`config.mk`:
```
export PLATFORM = sky130hd
export DESIGN_NAME = e_muldiv
export DESIGN_NICKNAME = d
export VERILOG_FILES = /design/src/rtl/e_muldiv.sv
export SDC_FILE = /design/constraint.sdc
export NUM_CORES = 1
export LEC_CHECK = 0
export BUFFER_PORTS_ARGS = -buffer_cell sky130_fd_sc_hd__buf_2
export CORE_MARGIN = 1.5
export CORE_UTILIZATION = 60
export CTS_CLUSTER_DIAMETER = 80
export DETAILED_ROUTE_END_ITERATION = 10
export PLACE_DENSITY = 0.81
export SLEW_MARGIN = 20
export SYNTH_ARGS = -nofsm -noshare
export SYNTH_HDL_FRONTEND = slang
export SYNTH_SLANG_ARGS = --single-unit
```
`constraint.sdc`:
```
create_clock -name i_clk -period 4.7 [get_ports i_clk]
set_input_delay 0.235 -clock i_clk [delete_from_list [all_inputs] [get_ports i_clk]]
set_output_delay 0.235 -clock i_clk [all_outputs]
set_load 0.03 [all_outputs]
```
`src/rtl/e_muldiv.sv`:
```
// Iterative HI/LO multiply/divide unit: 32-step radix-2 shift-add multiply
// and restoring divide, with MTHI/MTLO writes, flush abort and sign fix-up.
//
// state | meaning
// IDLE  | waiting for a request; MTHI/MTLO are written directly from here
// RUN   | one multiply or divide step per edge, 32 steps in total
// FIX   | apply sign correction and write HI/LO, then return to IDLE
module e_muldiv (
   input  logic        i_clk,
   input  logic        i_rst,
   input  logic [31:0] i_data_A,
   input  logic [31:0] i_data_B,
   input  logic [2:0]  i_con_MdCtrl,
   input  logic        i_con_Start,
   input  logic        i_con_Flush,
   output logic [31:0] o_data_Hi,
   output logic [31:0] o_data_Lo,
   output logic        o_con_Busy
);

   localparam logic [2:0] OP_MULT  = 3'd1;
   localparam logic [2:0] OP_MULTU = 3'd2;
   localparam logic [2:0] OP_DIV   = 3'd3;
   localparam logic [2:0] OP_DIVU  = 3'd4;
   localparam logic [2:0] OP_MTHI  = 3'd5;
   localparam logic [2:0] OP_MTLO  = 3'd6;

   typedef enum logic [1:0] {ST_IDLE, ST_RUN, ST_FIX} state_t;

   state_t      state_q, state_d;
   logic [4:0]  cnt_q;
   logic [31:0] acc_hi, acc_lo, op_b;
   logic        is_div, neg_q, neg_r, div_zero;

   logic        op_is_md, op_signed, op_div, accept, idle_req;
   logic [31:0] mag_a, mag_b;
   logic [32:0] mul_sum, div_shift;
   logic [33:0] div_diff;
   logic [63:0] prod, prod_fix;
   logic [31:0] fix_hi, fix_lo;

   // Request decode and operand magnitudes for the accept edge
   always_comb begin
      op_is_md  = (i_con_MdCtrl >= OP_MULT) && (i_con_MdCtrl <= OP_DIVU);
      op_signed = (i_con_MdCtrl == OP_MULT) || (i_con_MdCtrl == OP_DIV);
      op_div    = (i_con_MdCtrl == OP_DIV) || (i_con_MdCtrl == OP_DIVU);
      idle_req  = (state_q == ST_IDLE) && i_con_Start && !i_con_Flush;
      accept    = idle_req && op_is_md;
      mag_a     = (op_signed && i_data_A[31]) ? (32'd0 - i_data_A) : i_data_A;
      mag_b     = (op_signed && i_data_B[31]) ? (32'd0 - i_data_B) : i_data_B;
   end

   // One multiply step and one divide step, selected later by is_div
   always_comb begin
      mul_sum   = {1'b0, acc_hi} + (acc_lo[0] ? {1'b0, op_b} : 33'd0);
      div_shift = {acc_hi, acc_lo[31]};
      div_diff  = {1'b0, div_shift} - {2'b00, op_b};
   end

   // Sign correction of the raw magnitude results
   always_comb begin
      prod     = {acc_hi, acc_lo};
      prod_fix = neg_q ? (64'd0 - prod) : prod;
      if (is_div) begin
         fix_hi = neg_r ? (32'd0 - acc_hi) : acc_hi;
         fix_lo = div_zero ? 32'hFFFF_FFFF : (neg_q ? (32'd0 - acc_lo) : acc_lo);
      end else begin
         fix_hi = prod_fix[63:32];
         fix_lo = prod_fix[31:0];
      end
   end

   // Next-state logic; flush returns to IDLE from anywhere
   always_comb begin
      state_d = state_q;
      case (state_q)
         ST_IDLE: if (accept) state_d = ST_RUN;
         ST_RUN:  if (cnt_q == 5'd31) state_d = ST_FIX;
         ST_FIX:  state_d = ST_IDLE;
         default: state_d = ST_IDLE;
      endcase
      if (i_con_Flush) state_d = ST_IDLE;
   end

   // State register and registered busy flag
   always_ff @(posedge i_clk) begin
      if (i_rst) begin
         state_q    <= ST_IDLE;
         o_con_Busy <= 1'b0;
      end else begin
         state_q    <= state_d;
         o_con_Busy <= (state_d != ST_IDLE);
      end
   end

   // Step counter; wraps 31 -> 0 at the end of RUN
   always_ff @(posedge i_clk) begin
      if (i_rst || i_con_Flush || accept) cnt_q <= 5'd0;
      else if (state_q == ST_RUN)         cnt_q <= cnt_q + 5'd1;
   end

   // Operand capture on accept, then the iterative shift datapath
   always_ff @(posedge i_clk) begin
      if (accept) begin
         op_b     <= mag_b;
         acc_hi   <= 32'd0;
         acc_lo   <= mag_a;
         is_div   <= op_div;
         neg_q    <= op_signed && (i_data_A[31] ^ i_data_B[31]);
         neg_r    <= op_signed && op_div && i_data_A[31];
         div_zero <= (i_data_B == 32'd0);
      end else if (state_q == ST_RUN) begin
         if (is_div) begin
            if (!div_diff[33]) begin
               acc_hi <= div_diff[31:0];
               acc_lo <= {acc_lo[30:0], 1'b1};
            end else begin
               acc_hi <= div_shift[31:0];
               acc_lo <= {acc_lo[30:0], 1'b0};
            end
         end else begin
            acc_hi <= mul_sum[32:1];
            acc_lo <= {mul_sum[0], acc_lo[31:1]};
         end
      end
   end

   // HI/LO: written by FIX or by MTHI/MTLO in IDLE; flush suppresses both
   always_ff @(posedge i_clk) begin
      if (i_rst) begin
         o_data_Hi <= 32'd0;
         o_data_Lo <= 32'd0;
      end else if (!i_con_Flush) begin
         if (state_q == ST_FIX) begin
            o_data_Hi <= fix_hi;
            o_data_Lo <= fix_lo;
         end else if (idle_req && (i_con_MdCtrl == OP_MTHI)) begin
            o_data_Hi <= i_data_A;
         end else if (idle_req && (i_con_MdCtrl == OP_MTLO)) begin
            o_data_Lo <= i_data_A;
         end
      end
   end

endmodule

```
==> results.ini <==
[status]
status=completed

[clocking]
cts_buffers=17
cts.path.max_buffers=2
htreeDepth=4
clkLatencyLatePin_ns=0.45
cts_tree=built
hold_buffers=0
cts_resized=0
postCtsSetupBuffers=0
clkTransAtPathRegs_ns=0.08
clock-sinks=172
root_buffer=clkbuf_16

[timing]
hold_viol_final=0
finalMaxSlewViolations=0
fin_worst_skew_ns=0.0153
tns_ns=0
fmax_mhz=250
post-route-min-period_ns=4.00
rsz0062_at_grt=no
setup_ws_ns=0.704
fin_crit_sh_pct=85.0
max-slew-margin-rel_pct=30.3
setup_viol=0
worstMarginPinSlew_ns=1.05

[global_routing]
grt_overflow=0
grt_pass1_vias=13600
antenna_found_initial=1
grt_max_degree=101
track_usage_pct=38.0
grt_pass1_wl_um=72500

[place]
pre_cts_slack_ns=0.754
place_inst=2173
place.port_buffers=135
hpwl_um=35000
place_congestion=0.997

[hold_path]
worstHoldStart=i_data_B[0]
min-delay-path-class=input pin to register

[yosys]
syn_nets=1942
yosysUniqueCellTypes=80
async_flop_share_pct=0
ys_seq_elements=172
syn-cell-area_um2=14100
synth_warnings=0
synthFlopType=dfxtp_1
synth_edf_count=68
synth_area_per_cell_um2=7.83
netlist_instances=1799
synth-seq-area-share_pct=29.3

[route]
drt_pass1_iterations=10
drc=0
drt-total-wl_um=46400
ant_nets=0
dr_total_vias=14500
vias_per_cell=6.56
drt_iter0_drc=1492
wl_per_cell_um=21.0

[final_layout]
n_fill_cell=1954
final_common_cell=nand2_1
layout.cells.non_filler=2206
nets=2022
layout-drive-gt1-share_pct=12.0
syn_to_final_growth_pct=10.1
final_cell_mix=nand2_1 (217), a21oi_1 (178), o21ai_0 (164), nor2_1 (160), buf_2 (135)

[pwr]
power_frac_seq_pct=36.5
clockPowerShare_pct=29.1
max-vdd-ir-drop_mv=0.250
power.leakage_nw=6.11
p_int_mw=3.03
switching_share_pct=39.7
combinationalPowerShare_pct=34.4
finalPower_mw=5.02
p_switching_mw=1.99
power_density_nw_per_um2=324

[critical_path]
r2r-start=acc_lo[0]
startpoint=acc_lo[0]
arrival_ns=4.33
cp.required_ns=5.04
critPathMaxFanout=22
crit_type=register to register
worstSetupEndpointType=register
cp-start-kind=register

[run]
cap_violations=0

[floorplan]
die_area_um2=24400
ios=136
start_util_pct=61.7
fp.dieW_um=156
die_y_um=156
core_um2=22800
core.rowCount=55

-- state kept, by name (all words and copies together), names as in the netlist --
register,count
acc_hi,32
acc_lo,32
cnt_q,5
div_zero,1
is_div,1
neg_q,1
neg_r,1
o_con_Busy,1
o_data_Hi,32
o_data_Lo,32
op_b,32
state_q,2
-- critical path, cell delays in order, from the launching register on --
cell,delay (ns)
edfxtp_1,0.51
inv_1,0.60
nor2_1,0.13
ha_1,0.40
and3_1,0.27
and2_1,0.16
o211ai_1,0.16
a211oi_1,0.40
o21ai_0,0.19
o311ai_0,0.33
o21ai_0,0.13
a2111oi_0,0.47
o22ai_1,0.12
-- routing by layer --
layer	GRT usage, %	wire, µm
met5	0	11
met4	18.5	2020
met3	6.90	4390
met2	62.0	21000
met1	48.5	19000
-- power groups by stage --
stage          sequential [mW]  clock, mW  combinational (mW)
2_1_floorplan             1.79          0                1.25
6_report                  1.83       1.46                1.73
3_3_place_gp              1.85          0                1.65
4_1_cts                   1.82       1.46                1.68
3_5_place_dp              1.86          0                1.67
5_1_grt                   1.84       1.51                1.88
-- cell type report --
cell class,count,area [µm²],area share [%]
inverter,72,270,1.74
clock buffer,18,429,2.77
clock inverter,14,178,1.15
timing repair buffer,163,898,5.79
multi-input combinational,1453,9220,59.4
sequential,172,4120,26.6
antenna,1,2.50,0.0161
tap,313,392,2.52
-- logic make-up (layout without fill, tap and decap cells) --
group                    Yosys count  count (layout)  synth area share [%]
AO/OA/AOI/OAI                    594             594                  26.3
AND/OR/NAND/NOR                  576             576                  19.0
XOR/XNOR                         174             174                  10.9
buffers and inverters            174             267                  5.38
flip-flops                       172             172                  29.3
adder cells (fa/ha/maj)           72              72                  6.50
multiplexers                      37              37                  2.66
other                              0               1                     0
-- cells in the mapped netlist (5+ instances only) --
library cell  count  area (µm²)
nand2_1         217         815
a21oi_1         178         891
o21ai_0         164         821
nor2_1          161         604
dfxtp_1         104        2080
xnor2_1         101         885
clkbuf_1         89         334
xor2_1           72         631
inv_1            71         267
ha_1             70         876
edfxtp_1         68        2040
mux2i_1          34         340
nor3_1           32         160
a31oi_1          30         188
nand3_1          28         140
o221ai_1         25         219
o31ai_1          25         188
a221oi_1         22         193
nand2b_1         22         138
a211oi_1         21         158
a21o_1           19         143
nor4_1           19         119
o211ai_1         18         135
and3_1           15        93.8
o41ai_1          15         131
nand4_1          13        81.3
or3_1            13        81.3
o21a_1           12        90.1
o21bai_1         11        82.6
nor2b_1          10        62.6
and2_1            8        50.1
o22ai_1           8        50.1
clkbuf_8          7        96.3
or4_1             7        52.6
or2_2             6        37.5
a22oi_1           5        37.5
nor3b_1           5        37.5
-- metrics by stage --
| step | instance area, µm² | utilization, % | hold WS [ns] |
|---|---|---|---|
| 2_1_floorplan | 14100 | - | 0.320 |
| 3_3_place_gp | 14900 | 65.2 | 0.439 |
| 3_5_place_dp | 14900 | 65.2 | 0.443 |
| 4_1_cts | 15500 | 67.9 | 0.0477 |
| 5_1_grt | 15500 | 67.9 | 0.0506 |
| 6_report | 15500 | 67.9 | 0.0499 |
-- path summary, 6_finish.rpt --
path | cells after the start | slack (ns) | endpoint
worst max-delay path | 12 | 0.70 | acc_hi[30]
worst min-delay path | 1 | 0.05 | op_b[0]
worst max register to register | 12 | 0.70 | acc_hi[30]
worst min register to register | 2 | 0.46 | o_data_Lo[13]
Power figures use the tool's default switching activity.
